`src/rtl/vga_pkg.sv`:
```
// vga_pkg: shared defaults for the VGA sprite compositor.
// Used by both the compositor and its spr_hit channels, with or without SPR_FLIP_EN.
package vga_pkg;
  localparam int H_ACT_DEF = 640;
  localparam int V_ACT_DEF = 480;
  localparam int COLOR_W = 24;
  localparam logic [COLOR_W-1:0] KEY_DEF = 24'h000000;
endpackage

```
`src/rtl/spr_hit.sv`:
```
// spr_hit: one sprite channel - frame-start shadow registers, hit test and sprite ROM address.
// SPR_FLIP_EN adds a per-sprite horizontal mirror.
module spr_hit
  import vga_pkg::*;
#(
  parameter int SPR_W = 64,
  parameter int SPR_H = 64,
  localparam int AW = $clog2(SPR_W*SPR_H)
) (
  input  logic          clk,
  input  logic          rst_n,
  input  logic          i_cap,
  input  logic [9:0]    i_sx,
  input  logic [8:0]    i_sy,
  input  logic          i_en,
`ifdef SPR_FLIP_EN
  input  logic          i_flip,
`endif
  input  logic [9:0]    i_x,
  input  logic [8:0]    i_y,
  output logic          o_hit,
  output logic [AW-1:0] o_addr
);
  localparam int CW = $clog2(SPR_W);
  localparam int RW = $clog2(SPR_H);
  logic [9:0]    r_sx;
  logic [8:0]    r_sy;
  logic          r_en;
  logic          w_hit;
  logic [CW-1:0] w_col;
  // right/bottom edges are summed one bit wider so sprites near the edge clip instead of wrapping
  assign w_hit = r_en && i_x >= r_sx && {1'b0, i_x} < {1'b0, r_sx} + 11'(SPR_W)
              && i_y >= r_sy && {1'b0, i_y} < {1'b0, r_sy} + 10'(SPR_H);
`ifdef SPR_FLIP_EN
  logic r_flip;
  assign w_col = r_flip ? ~CW'(i_x - r_sx) : CW'(i_x - r_sx);
`else
  assign w_col = CW'(i_x - r_sx);
`endif
  always_ff @(posedge clk or negedge rst_n) begin
    if (!rst_n) begin
      r_sx   <= '0;
      r_sy   <= '0;
      r_en   <= 1'b0;
`ifdef SPR_FLIP_EN
      r_flip <= 1'b0;
`endif
      o_hit  <= 1'b0;
      o_addr <= '0;
    end else begin
      if (i_cap) begin
        r_sx   <= i_sx;
        r_sy   <= i_sy;
        r_en   <= i_en;
`ifdef SPR_FLIP_EN
        r_flip <= i_flip;
`endif
      end
      o_hit  <= w_hit;
      o_addr <= {RW'(i_y - r_sy), w_col};
    end
  end
endmodule

```
`src/rtl/vga_sprite_compositor.sv`:
```
// vga_sprite_compositor: overlays N_SPR colour-keyed sprites on a background ROM, 2-cycle latency.
// Define SPR_FLIP_EN to add the spr_flip horizontal mirror port.
module vga_sprite_compositor
  import vga_pkg::*;
#(
  parameter int N_SPR = 2,
  parameter int SPR_W = 64,
  parameter int SPR_H = 64,
  parameter int H_ACT = H_ACT_DEF,
  parameter int V_ACT = V_ACT_DEF,
  parameter logic [COLOR_W-1:0] KEY = KEY_DEF,
  localparam int AW = $clog2(SPR_W*SPR_H)
) (
  input  logic                     iVGA_CLK,
  input  logic                     iRST_n,
  input  logic                     iBLANK_n,
  input  logic                     iHS,
  input  logic                     iVS,
  input  logic [N_SPR*10-1:0]      spr_x,
  input  logic [N_SPR*9-1:0]       spr_y,
  input  logic [N_SPR-1:0]         spr_en,
`ifdef SPR_FLIP_EN
  input  logic [N_SPR-1:0]         spr_flip,
`endif
  output logic [18:0]              bg_addr,
  input  logic [COLOR_W-1:0]       bg_bgr,
  output logic [N_SPR*AW-1:0]      spr_addr,
  input  logic [N_SPR*COLOR_W-1:0] spr_bgr,
  output logic                     oBLANK_n,
  output logic                     oHS,
  output logic                     oVS,
  output logic [7:0]               b_data,
  output logic [7:0]               g_data,
  output logic [7:0]               r_data,
  output logic                     oFRAME
);
  logic [9:0]         r_x;
  logic [8:0]         r_y;
  logic [1:0]         r_hs, r_vs, r_bl;
  logic               r_armed;
  logic [COLOR_W-1:0] r_rgb, w_sel;
  logic [N_SPR-1:0]   w_hit;
  logic               w_cap;
  assign w_cap = r_vs[0] & ~iVS;
  for (genvar i = 0; i < N_SPR; i++) begin : g_spr
    spr_hit #(.SPR_W(SPR_W), .SPR_H(SPR_H)) u_hit (
      .clk    (iVGA_CLK),
      .rst_n  (iRST_n),
      .i_cap  (w_cap),
      .i_sx   (spr_x[i*10 +: 10]),
      .i_sy   (spr_y[i*9 +: 9]),
      .i_en   (spr_en[i]),
`ifdef SPR_FLIP_EN
      .i_flip (spr_flip[i]),
`endif
      .i_x    (r_x),
      .i_y    (r_y),
      .o_hit  (w_hit[i]),
      .o_addr (spr_addr[i*AW +: AW])
    );
  end
  // walk from the top channel down so the lowest opaque index wins
  always_comb begin
    w_sel = bg_bgr;
    for (int i = N_SPR - 1; i >= 0; i--)
      w_sel = (w_hit[i] && spr_bgr[i*COLOR_W +: COLOR_W] != KEY) ? spr_bgr[i*COLOR_W +: COLOR_W] : w_sel;
  end
  always_ff @(posedge iVGA_CLK or negedge iRST_n) begin
    if (!iRST_n) begin
      r_x     <= '0;
      r_y     <= '0;
      bg_addr <= '0;
      r_hs    <= 2'b11;
      r_vs    <= 2'b11;
      r_bl    <= 2'b00;
      r_armed <= 1'b0;
      oFRAME  <= 1'b0;
      r_rgb   <= '0;
    end else begin
      r_x     <= iBLANK_n ? (r_x == 10'(H_ACT - 1) ? r_x : r_x + 1'b1) : '0;
      r_y     <= !iVS ? '0 : (r_bl[0] && !iBLANK_n && r_y != 9'(V_ACT - 1)) ? r_y + 1'b1 : r_y;
      bg_addr <= 19'(r_y) * 19'(H_ACT) + 19'(r_x);
      r_hs    <= {r_hs[0], iHS};
      r_vs    <= {r_vs[0], iVS};
      r_bl    <= {r_bl[0], iBLANK_n};
      r_armed <= r_armed | w_cap;
      oFRAME  <= w_cap;
      // stay black after reset until the first frame has captured fresh sprite state
      r_rgb   <= (r_bl[0] && r_armed) ? w_sel : '0;
    end
  end
  assign oHS = r_hs[1];
  assign oVS = r_vs[1];
  assign oBLANK_n = r_bl[1];
  assign {b_data, g_data, r_data} = r_rgb;
endmodule

```
`config.mk`:
```
export PLATFORM = sky130hd
export DESIGN_NAME = vga_sprite_compositor
export DESIGN_NICKNAME = d
export VERILOG_FILES = /design/src/rtl/vga_pkg.sv /design/src/rtl/spr_hit.sv /design/src/rtl/vga_sprite_compositor.sv
export SDC_FILE = /design/constraint.sdc
export NUM_CORES = 1
export LEC_CHECK = 0
export CELL_PAD_IN_SITES_DETAIL_PLACEMENT = 2
export CELL_PAD_IN_SITES_GLOBAL_PLACEMENT = 2
export CORE_ASPECT_RATIO = 1.25
export CORE_MARGIN = 5
export CORE_UTILIZATION = 33
export CTS_CLUSTER_DIAMETER = 40
export CTS_CLUSTER_SIZE = 14
export DETAILED_ROUTE_END_ITERATION = 8
export GPL_ROUTABILITY_DRIVEN = 1
export PLACE_DENSITY = 0.86
export SKIP_CTS_REPAIR_TIMING = 1
export SLEW_MARGIN = 20
export SYNTH_ARGS = -nofsm -noshare
export SYNTH_HDL_FRONTEND = slang
export SYNTH_SLANG_ARGS = --single-unit
```
`constraint.sdc`:
```
create_clock -name iVGA_CLK -period 7.7 [get_ports iVGA_CLK]
set_clock_uncertainty 0.15 [all_clocks]
set_input_delay 1.54 -clock iVGA_CLK [delete_from_list [all_inputs] [get_ports iVGA_CLK]]
set_output_delay 1.54 -clock iVGA_CLK [all_outputs]
set_load 0.02 [all_outputs]
```
Yosys cells after proc, flatten, opt, wreduce, memory -nomap -nowiden --
Index checks and enable logic that the tools add are counted.
Operators by class: add/subtract/negate cells 11, multiply operators 1, $lt $le $gt $ge 8, eq/ne operators 4, muxes and demuxes 7, bitwise operators 3, reduce and logical (&&, ||, !) cells 16
Operators by type and width (count):
- 2-to-1 mux 24 bit | 3
- nonzero test 24 bit | 2
- subtractor 6 bit | 4
- adder 10 x 7 -> 11 bit (second input constant) | 2
- less-than comparator 10 x 11 -> 1 bit | 2
- adder 9 x 7 -> 10 bit (second input constant) | 2
- greater-or-equal comparator 10 bit | 2
- less-than comparator 9 x 10 -> 1 bit | 2
- 2-to-1 mux 10 bit | 2
- adder 19 x 10 -> 19 bit | 1
- greater-or-equal comparator 9 bit | 2
- 2-to-1 mux 9 bit | 2
- logical AND 1 bit | 13
- multiplier 9 x 3 -> 12 bit (second input constant) | 1
- adder 10 x 1 -> 10 bit (second input constant) | 1
- equality test 10 bit (second input constant) | 1
- adder 9 x 1 -> 9 bit (second input constant) | 1
- != test 9 bit (second input constant) | 1
- != test 2 x 1 -> 1 bit (second input constant) | 1
- != test 2 bit (second input constant) | 1
- AND 1 bit | 1
- logical NOT 1 bit | 1
- NOT 1 bit | 1
- OR 1 bit | 1
Word-level totals: bits in registers 136, bits of input ports 117, word-level logic and storage cells 69

Longest topological paths before layout --
Gate-level depths: netlist (run 1).
depth in word-level cells 5, gate-level depth with buffers 10

Cells and area by module --
From an unflattened synthesis (run 1), not the netlist that was laid out.
Unflattened totals: cells, all modules 757, area, all modules 7583.5 µm²
By module, submodules not included:
- spr_hit | times used 2, cells an instance 204, area an instance 1985.7 µm², sequential area each 825.8 µm²
- vga_sprite_compositor | times used 1, cells an instance 349, area an instance 3612.2 µm², sequential area each 1756.7 µm²

Worst setup path after synthesis (run 1) --
No wires, ideal clock.
kind in2reg, start point in spr_bgr[37], end point reg r_rgb[11], library setup time 126 ps, arrival 2726 ps, required time 7424 ps, path slack 4698 ps, stages on the path 6, path through nor4_1 -> nand4_1 -> o21ai_4 -> buf_12 -> mux2i_1 -> a21oi_2
On the way: cells in the longest elaborated chain, start to end 5
Ends and longest elaborated chain:
- start: declaration | line vga_sprite_compositor.sv:28 | input logic [N_SPR*COLOR_W-1:0] spr_bgr,
- nonzero test 24 bit | line vga_sprite_compositor.sv:66 | w_sel = (w_hit[i] && spr_bgr[i*COLOR_W +: COLOR_W] != KEY) ? spr_bgr[i*COLOR_W +: COLOR_W] : w_sel;
- logical AND 1 bit | line vga_sprite_compositor.sv:66
- 2-to-1 mux 24 bit (2 in a row) | line vga_sprite_compositor.sv:66
- 2-to-1 mux 24 bit | line vga_sprite_compositor.sv:89 | r_rgb <= (r_bl[0] && r_armed) ? w_sel : '0;
- end signal: assignment | line vga_sprite_compositor.sv:89
- end: declaration | line vga_sprite_compositor.sv:41 | logic [COLOR_W-1:0] r_rgb, w_sel;
Every way passes these cells. A chain may end at the register's enable or synchronous reset.

Worst setup path in the final report (run 1) --
start point in spr_bgr[42], end point reg r_rgb[17]
The elaborated chain is that of the path after synthesis.

==> impl_metrics.py, run 1 <==
metrics = {
    "status": {
        "outcome": "completed",
    },
    "route": {
        "viasPerCell": 5.20,
        "dr_total_vias": 6281,
        "first_pass_iters": 4,
        "routed_wl_microns": 26800,
        "drt_iter0_markers": 205,
        "avgRoutedWirePerCell_microns": 22.2,
        "drc": 0,
        "ant_nets": 0,
    },
    "logic_synthesis": {
        "synth_area_leader_cell": "dfrtp_1",
        "seq_area_frac_synth": 0.458,
        "synth_top_area_share": 0.444,
        "ys_warn_count": 0,
        "synthCells": 722,
        "synth_edf_count": 0,
        "synth-seq-cells": 136,
        "synthFlopType": "dfrtp_1",
        "synthesis.nets": 920,
        "syn-cell-area_sq_mm": 0.00744,
        "synth_cell_type_count": 53,
        "post-synth-top-count-cell": "dfrtp_1",
        "yosys-top-cells-count": "dfrtp_1, o21ai_0, ha_1",
        "syn_avg_cell_area_sq_um": 10.3,
        "async_reset_ff_frac": 1.00,
        "synthTopCellsByArea": "dfrtp_1, ha_1, o21ai_0",
    },
    "clocking": {
        "clkTransAtPathRegs_ns": 0.07,
        "insertion_delay_ns": 0.43,
        "htreeDepth": 4,
        "cts_sinks": 136,
        "cts-root-buf": "clkbuf_16",
        "cts_buffer_depth": 2,
        "cts_tree": "built",
        "cts_buffers": 17,
    },
    "placed_design": {
        "place_hpwl_microns": 19500,
        "gp_congestion": 0.797,
        "port-buffer-count": 187,
    },
    "critical_path": {
        "crit_required_ns": 7.84,
        "startpoint": "spr_bgr[42]",
        "timing.rr.end": "bg_addr[17]",
        "critPathCapture": "r_rgb[17]",
        "rr_worst_depth": 9,
        "worstSetupStartpointType": "primary input",
        "rrSetupSlack_ns": 4.65,
        "worstReg2RegStart": "r_y[1]",
        "path_max_fanout": 24,
        "crit_type": "primary input to flip-flop",
        "critical_path_arrival_ns": 3.86,
        "end_kind": "flip-flop",
    },
    "floorplan": {
        "io_pins": 188,
        "die_area_sq_mm": 0.0257,
        "num_rows": 61,
        "die_y_microns": 178,
        "die_w_microns": 144,
        "start_util": 0.335,
        "core-area_sq_mm": 0.0222,
    },
    "timing": {
        "relSlewSlack": 0.328,
        "tightestPinTransition_ns": 1.00,
        "rsz0062_at_grt": "false",
        "tns_ns": 0,
        "finalSetupViolations": 0,
        "slew_viol_final": 0,
        "hold_viol": 0,
        "period_share": 0.483,
        "holdWs_ns": 0.212,
        "fmax_ghz": 0.269,
        "period_needed_ns": 3.72,
    },
    "worst_hold_path": {
        "hold_class": "flip-flop to flip-flop",
    },
    "grt": {
        "grt_pass1_vias": 7120,
        "grt_antenna_before_repair": 0,
        "grtUsageTotal": 0.211,
        "grt_start_max_net_pins": 79,
        "grt_pass1_wl_microns": 41300,
        "grt-ovfl-total": 0,
    },
    "pwr": {
        "power.density_mw_per_mm2": 212,
        "vdd_drop_max_v": 0.000127,
        "power_leakage_uw": 0.00476,
    },
    "cells_and_area": {
        "final_nets": 1109,
        "drive_gt1_frac": 0.0725,
        "syn_to_final_growth_pct": 37.4,
        "diodes": 0,
    },
    "flow_run": {
        "maxCapViolCount": 0,
    },
}
-- state kept, by name, indices dropped and copies added (netlist names) --
signal,flops
r_rgb,24
r_bl,2
g_spr.u_hit.r_sy,18
r_y,9
g_spr.u_hit.r_sx,20
g_spr.u_hit.o_hit,2
r_x,10
r_hs,2
bg_addr,19
r_vs,2
g_spr.u_hit.r_en,2
oFRAME,1
g_spr.u_hit.o_addr,24
r_armed,1
-- critical path, cell delays in order --
cell	delay, ns
clkdlybuf4s50_1	0.46
nor4_1	0.37
nand4_1	0.20
o21ai_4	0.84
mux2i_1	0.36
a21oi_2	0.08
-- cell usage in the layout (no fill, tap or decap), types with 3 or more instances in the layout --
cell type	instances
dfstp_2	4
xnor2_1	28
ha_1	75
a31oi_1	9
inv_6	4
inv_1	62
o21a_1	6
clkdlybuf4s50_1	186
nor4_1	13
and2_1	10
nor3_1	6
fa_1	6
a21o_1	12
nand2_1	55
nand4_1	11
and3_1	12
nor2_1	23
nand3_1	16
a21oi_2	14
a211oi_1	4
dfrtp_1	132
xor2_1	14
clkbuf_16	17
a21oi_1	35
o2111ai_1	3
o21ai_0	85
clkinv_4	3
inv_8	5
mux2_2	6
mux2i_1	19
nor2b_1	13
-- worst min-delay path by stage --
stage | startpoint | endpoint | slack [ns] | depth (start not counted)
after global routing | r_hs[0] | r_hs[1] | 0.21 | 0
after global placement | r_hs[0] | r_hs[1] | 0.20 | 0
after floorplan | r_hs[0] | r_hs[1] | 0.20 | 0
after CTS | r_hs[0] | r_hs[1] | 0.21 | 0
after detailed placement | r_hs[0] | r_hs[1] | 0.20 | 0
final | r_hs[0] | r_hs[1] | 0.21 | 0
-- area by class of cell --
class	count	area (sq um)
repair buffers	190	1920
inverters	62	233
clock inverters	15	180
flip-flops and latches	136	3410
well taps	283	354
multi-input cells	504	3710
fillers	2282	12000
clock buffers	17	425
-- cell families after synthesis --
kind of cell	Yosys count	synth area share
buffers and inverters	82	0.0462
adders and majority gates	81	0.142
xor gates and xnor gates	43	0.0516
DFF	136	0.458
AOI/OAI and AO/OA	188	0.155
and+or+nand+nor	167	0.112
muxes	25	0.0346
-- per-stage QoR --
step           total power, uW  area, sq um  utilization  instances  worst slack (ns)
3_5_place_dp              1330         9620        0.433       1175              3.53
3_3_place_gp              1300         9590        0.432       1174              3.52
2_1_floorplan             1070         7440            -        722              4.70
6_report                  2170        10200        0.460       1207              3.98
4_1_cts                   2190        10200        0.460       1207              3.99
5_1_grt                   2270        10200        0.460       1207              3.86
-- layer usage --
layer	GRT usage	routed length (microns)	vias up
li1	-	-	2911
met1	0.241	10500	3154
met2	0.384	14500	159
met3	0.0356	936	57
met4	0.0844	867	0
met5	0	0	-
-- where the power goes --
part	leakage (uW)	switching [uW]	internal [uW]	total, uW
Combinational	0.00275	260	228	488
Sequential	0.00171	39.2	791	831
Clock	0.000298	381	467	847
Total	0.00476	680	1490	2170
Note: power is estimated with default switching activity, not from simulation.
==> run 2: changes to the inputs <==
Settings changed: CORE_UTILIZATION 33 to 31, PLACE_DENSITY 0.86 to 0.81.
Clock period 7.7 ns to 3.7 ns, I/O delays scaled along.
==> run 2 against run 1 <==
Effect of this change:
- total power rose by 100%
- clock power rose by 98%
- utilization fell by 2.4 points
- wire length fell by 5.8%
- first-iteration DRC count rose by 16%
- register-to-register slack got worse by 4.0 ns
- cell count rose by 4.5%
- worst hold slack got worse by 0.033 ns
- worst setup slack got worse by 3.3 ns
- critical path type is now flip-flop to flip-flop
- largest power group is now sequential cells
- highest routed layer unchanged
==> impl_metrics.py, run 2 (same netlist as run 1, synthesis figures left out) <==
metrics = {
    "pwr": {
        "power.density_mw_per_mm2": 426,
        "power_leakage_uw": 0.00480,
        "vdd_drop_max_v": 0.000289,
    },
    "worst_hold_path": {
        "hold_class": "primary input to asynchronous set/reset pin",
    },
    "floorplan": {
        "die_w_microns": 149,
        "start_util": 0.314,
        "die_area_sq_mm": 0.0272,
        "die_y_microns": 183,
        "io_pins": 188,
        "core-area_sq_mm": 0.0237,
        "num_rows": 63,
    },
    "flow_run": {
        "maxCapViolCount": 0,
    },
    "timing": {
        "rsz0062_at_grt": "false",
        "setup_ws_ns": 0.682,
        "period_needed_ns": 3.02,
        "slew_viol_final": 0,
        "fmax_ghz": 0.331,
        "holdWs_ns": 0.179,
        "relSlewSlack": 0.457,
        "period_share": 0.816,
        "finalSetupViolations": 0,
        "tns_ns": 0,
        "hold_viol": 0,
        "tightestPinTransition_ns": 0.815,
    },
    "route": {
        "viasPerCell": 4.85,
        "drt_iter0_markers": 238,
        "avgRoutedWirePerCell_microns": 20.0,
        "dr_total_vias": 6115,
        "routed_wl_microns": 25300,
        "first_pass_iters": 4,
        "ant_nets": 0,
        "drc": 0,
    },
    "clocking": {
        "cts_sinks": 136,
        "clkTransAtPathRegs_ns": 0.06,
        "cts_buffers": 17,
        "cts_buffer_depth": 2,
        "insertion_delay_ns": 0.42,
        "htreeDepth": 4,
        "cts_tree": "built",
        "cts-root-buf": "clkbuf_16",
    },
    "critical_path": {
        "rrSetupSlack_ns": 0.68,
        "end_kind": "flip-flop",
        "crit_required_ns": 3.85,
        "crit_type": "flip-flop to flip-flop",
        "critical_path_arrival_ns": 3.17,
        "path_max_fanout": 9,
        "worstSetupStartpointType": "flip-flop",
    },
    "cells_and_area": {
        "drive_gt1_frac": 0.0834,
        "seq_area_sq_mm": 0.00341,
        "layout_common_cells": "clkdlybuf4s50_1, dfrtp_1, o21ai_0",
        "fillers": 2511,
        "final_nets": 1120,
        "largestRegisters": "g_spr.u_hit.o_addr x24, r_rgb x24, g_spr.u_hit.r_sx x20",
        "multi_input_area_sq_mm": 0.00371,
        "final_core_util": 0.436,
        "syn_to_final_growth_pct": 39.2,
        "final_common_cell": "clkdlybuf4s50_1",
    },
    "grt": {
        "grt-ovfl-total": 0,
        "grtUsageTotal": 0.188,
        "grt_pass1_vias": 7158,
        "grt_antenna_before_repair": 1,
        "grt_pass1_wl_microns": 39800,
        "grt_start_max_net_pins": 71,
    },
    "status": {
        "outcome": "completed",
    },
    "placed_design": {
        "place_hpwl_microns": 19400,
        "gp_congestion": 0.786,
        "port-buffer-count": 187,
        "dp_worst_setup_slack_ns": 0.588,
    },
}
run 2: area by class of cell:
cell class	instances	share of cell area
diodes	1	0.000242
clock buffers	20	0.0451
clock inverters	12	0.0114
inverters	62	0.0225
multi-input cells	504	0.358
flip-flops and latches	136	0.329
well taps	325	0.0393
repair buffers	201	0.195
run 2: stage by stage:
step	instance area [sq um]	std cells	power (uW)
final	10400	1261	4410
after global routing	10400	1261	4660
after CTS	10400	1260	4480
after detailed placement	9770	1228	2760
after global placement	9770	1228	2720
after floorplan	7440	722	2220
run 2: final timing paths:
check                                             to  depth (start not counted)     from
hold / removal             g_spr[0].u_hit.o_addr[10]                          1   iRST_n
max in group asynchronous                    r_hs[0]                          2   iRST_n
setup reg to reg                         bg_addr[17]                          9   r_y[1]
setup / recovery                         bg_addr[17]                          9   r_y[1]
hold reg to reg                              r_hs[1]                          0  r_hs[0]
min in group iVGA_CLK                        r_hs[1]                          0  r_hs[0]
run 2: power by group:
| part | internal [uW] | switching (uW) |
|---|---|---|
| combinational | 478 | 526 |
| clock | 986 | 698 |
| sequential | 1650 | 76.5 |
| total | 3110 | 1300 |
run 2: routing by layer:
| metal | vias up | wire length (microns) | global-route usage |
|---|---|---|---|
| met4 | 0 | 597 | 0.0628 |
| met5 | - | 0 | 0 |
| met1 | 3039 | 9990 | 0.211 |
| met3 | 33 | 668 | 0.0304 |
| met2 | 111 | 14000 | 0.357 |
| li1 | 2932 | - | - |
run 2: worst max-delay path, cell delays in order, from the launching register on:
cell and delay [ns]:
dfrtp_1 0.50, ha_1 0.35, ha_1 0.23, fa_1 0.42
a211oi_1 0.31, nor2_1 0.14, xnor2_1 0.18, nor3_1 0.32
nand3_1 0.14, xor2_1 0.16
==> run 3: changes to the inputs <==
Settings changed: CORE_UTILIZATION 31 to 28, PLACE_DENSITY 0.81 to 0.77.
Clock period 3.7 ns to 2.7 ns, I/O delays scaled along.
==> run 3 against run 2 <==
Effect of this change:
- sequential share of layout area shrank 0.95 points
- first-iteration DRC count down 35%
- non-clock buffer count grew 25
- largest cell class unchanged
==> impl_metrics.py, run 3 (same netlist as run 1, synthesis figures left out) <==
metrics = {
    "status": {
        "outcome": "completed",
    },
    "critical_path": {
        "critPathCapture": "bg_addr[16]",
        "worstReg2RegStart": "r_y[1]",
        "crit_type": "flip-flop to flip-flop",
        "end_kind": "flip-flop",
        "path_max_fanout": 3,
        "crit_required_ns": 2.89,
        "critical_path_arrival_ns": 2.85,
        "rr_worst_depth": 9,
        "timing.rr.end": "bg_addr[16]",
        "worstSetupStartpointType": "flip-flop",
        "startpoint": "r_y[1]",
        "path_cells": "ha_1 > ha_1 > fa_2 > o211ai_1 > nor2_1 > nand2_1 > nor2_2 > nand3_1 > xnor2_1",
        "slowest_delay_ns": 0.58,
        "critPathSlowestCell": "fa_2",
        "crit_top_cell": "ha_1",
        "path_delay_family": "adder cells",
        "rrSetupSlack_ns": 0.05,
        "path_depth": 9,
        "worst-path-buf-inv": 0,
    },
    "clocking": {
        "cts_sinks": 136,
        "insertion_delay_ns": 0.43,
        "cts_buffers": 17,
        "cts-root-buf": "clkbuf_16",
        "cts_buffer_depth": 2,
        "cts_tree": "built",
        "htreeDepth": 4,
        "clkTransAtPathRegs_ns": 0.06,
    },
    "floorplan": {
        "num_rows": 66,
        "core-area_sq_mm": 0.0261,
        "die_area_sq_mm": 0.0300,
        "die_w_microns": 156,
        "io_pins": 188,
        "start_util": 0.285,
        "die_y_microns": 192,
    },
    "route": {
        "viasPerCell": 4.86,
        "first_pass_iters": 4,
        "routed_wl_microns": 25500,
        "dr_total_vias": 6317,
        "drc": 0,
        "avgRoutedWirePerCell_microns": 19.6,
        "ant_nets": 0,
        "drt_iter0_markers": 155,
    },
    "timing": {
        "relSlewSlack": 0.475,
        "period_share": 0.983,
        "slew_viol_final": 0,
        "tightestPinTransition_ns": 0.787,
        "finalSetupViolations": 0,
        "setup_ws_ns": 0.0462,
        "fmax_ghz": 0.377,
        "rsz0062_at_grt": "true",
        "period_needed_ns": 2.65,
        "hold_viol": 0,
    },
    "cells_and_area": {
        "final_common_cell": "clkdlybuf4s50_1",
        "final_nets": 1145,
        "largestRegisters": "g_spr.u_hit.o_addr x24, r_rgb x24, g_spr.u_hit.r_sx x20",
        "syn_to_final_growth_pct": 43.3,
        "layout_common_cells": "clkdlybuf4s50_1, dfrtp_1, o21ai_0",
        "fillers": 2791,
        "drive_gt1_frac": 0.118,
        "diodes": 0,
    },
    "pwr": {
        "power.total_uw": 6090,
        "vdd_drop_max_v": 0.000371,
        "pwr-share-comb": 0.231,
        "power.density_mw_per_mm2": 571,
        "power.internal_uw": 4290,
        "switching_share": 0.296,
        "power.share.clock": 0.382,
        "p_switching_uw": 1800,
        "power_leakage_uw": 0.00494,
        "seq_power_share": 0.387,
    },
    "grt": {
        "grt-ovfl-total": 0,
        "grt_pass1_vias": 7113,
        "grt_start_max_net_pins": 58,
        "grtUsageTotal": 0.172,
        "grt_antenna_before_repair": 0,
        "grt_pass1_wl_microns": 39700,
    },
    "placed_design": {
        "place_hpwl_microns": 19900,
        "dp_worst_setup_slack_ns": -0.154,
        "gp_congestion": 0.822,
        "port-buffer-count": 187,
    },
    "flow_run": {
        "maxCapViolCount": 0,
    },
    "worst_hold_path": {
        "hold_class": "flip-flop to flip-flop",
    },
}
## run 3: cell types whose count changed in the layout (fill, tap and decap cells not counted), moves of 2 or more
| cell | before | now |
|---|---|---|
| buf_4 | 11 | 32 |
| buf_12 | 3 | 6 |
| clkbuf_8 | 3 | 0 |
| clkinvlp_4 | 4 | 7 |
| nor2_1 | 23 | 21 |
| nor2_2 | 0 | 2 |
| xnor2_1 | 28 | 26 |
| xnor2_2 | 1 | 3 |
## run 3: metrics by stage
| step | std cells | TNS [ns] | hold slack [ns] | util | cell area (sq um) |
|---|---|---|---|---|---|
| global route | 1299 | -0.279 | 0.218 | 0.409 | 10700 |
| detailed placement | 1265 | -1.73 | 0.200 | 0.383 | 10000 |
| CTS | 1296 | -0.170 | -0.0596 | 0.405 | 10600 |
| global placement | 1265 | -0.427 | 0.196 | 0.383 | 10000 |
| floorplan | 722 | 0 | 0.0944 | - | 7440 |
| finish | 1299 | 0 | 0.208 | 0.409 | 10700 |
## run 3: worst min-delay path by stage
stage | start | endpoint | slack, ns | depth (start not counted)
after floorplan | iRST_n | bg_addr[0] | 0.09 | 0
after global placement | r_hs[0] | r_hs[1] | 0.20 | 0
after detailed placement | r_hs[0] | r_hs[1] | 0.20 | 0
after CTS | iRST_n | g_spr[0].u_hit.o_addr[9] | -0.06 | 1
after global routing | r_hs[0] | r_hs[1] | 0.22 | 0
final | r_hs[0] | r_hs[1] | 0.21 | 0
## run 3: final cells by class
cell class              count  area [sq um]  area share
clock buffers              17           425      0.0399
well taps                 340           425      0.0399
clock inverters            14           153      0.0143
inverters                  62           233      0.0218
repair buffers            226          2240       0.210
multi-input cells         504          3770       0.354
flip-flops and latches    136          3410       0.320
## run 3: power by group through the flow
stage	combinational, uW	clock (uW)	sequential [uW]
floorplan	495	0	2550
global placement	1380	0	2390
detailed placement	1420	0	2400
CTS	1440	2410	2360
global route	1540	2490	2390
finish	1410	2330	2360
## run 3: metal layers
layer  GRT usage  vias to the layer above  wire [microns]
li1            -                     2978               -
met1       0.203                     3160           10600
met2       0.312                      151           13300
met3      0.0275                       28             940
met4      0.0674                        0             622
met5           0                        -               0
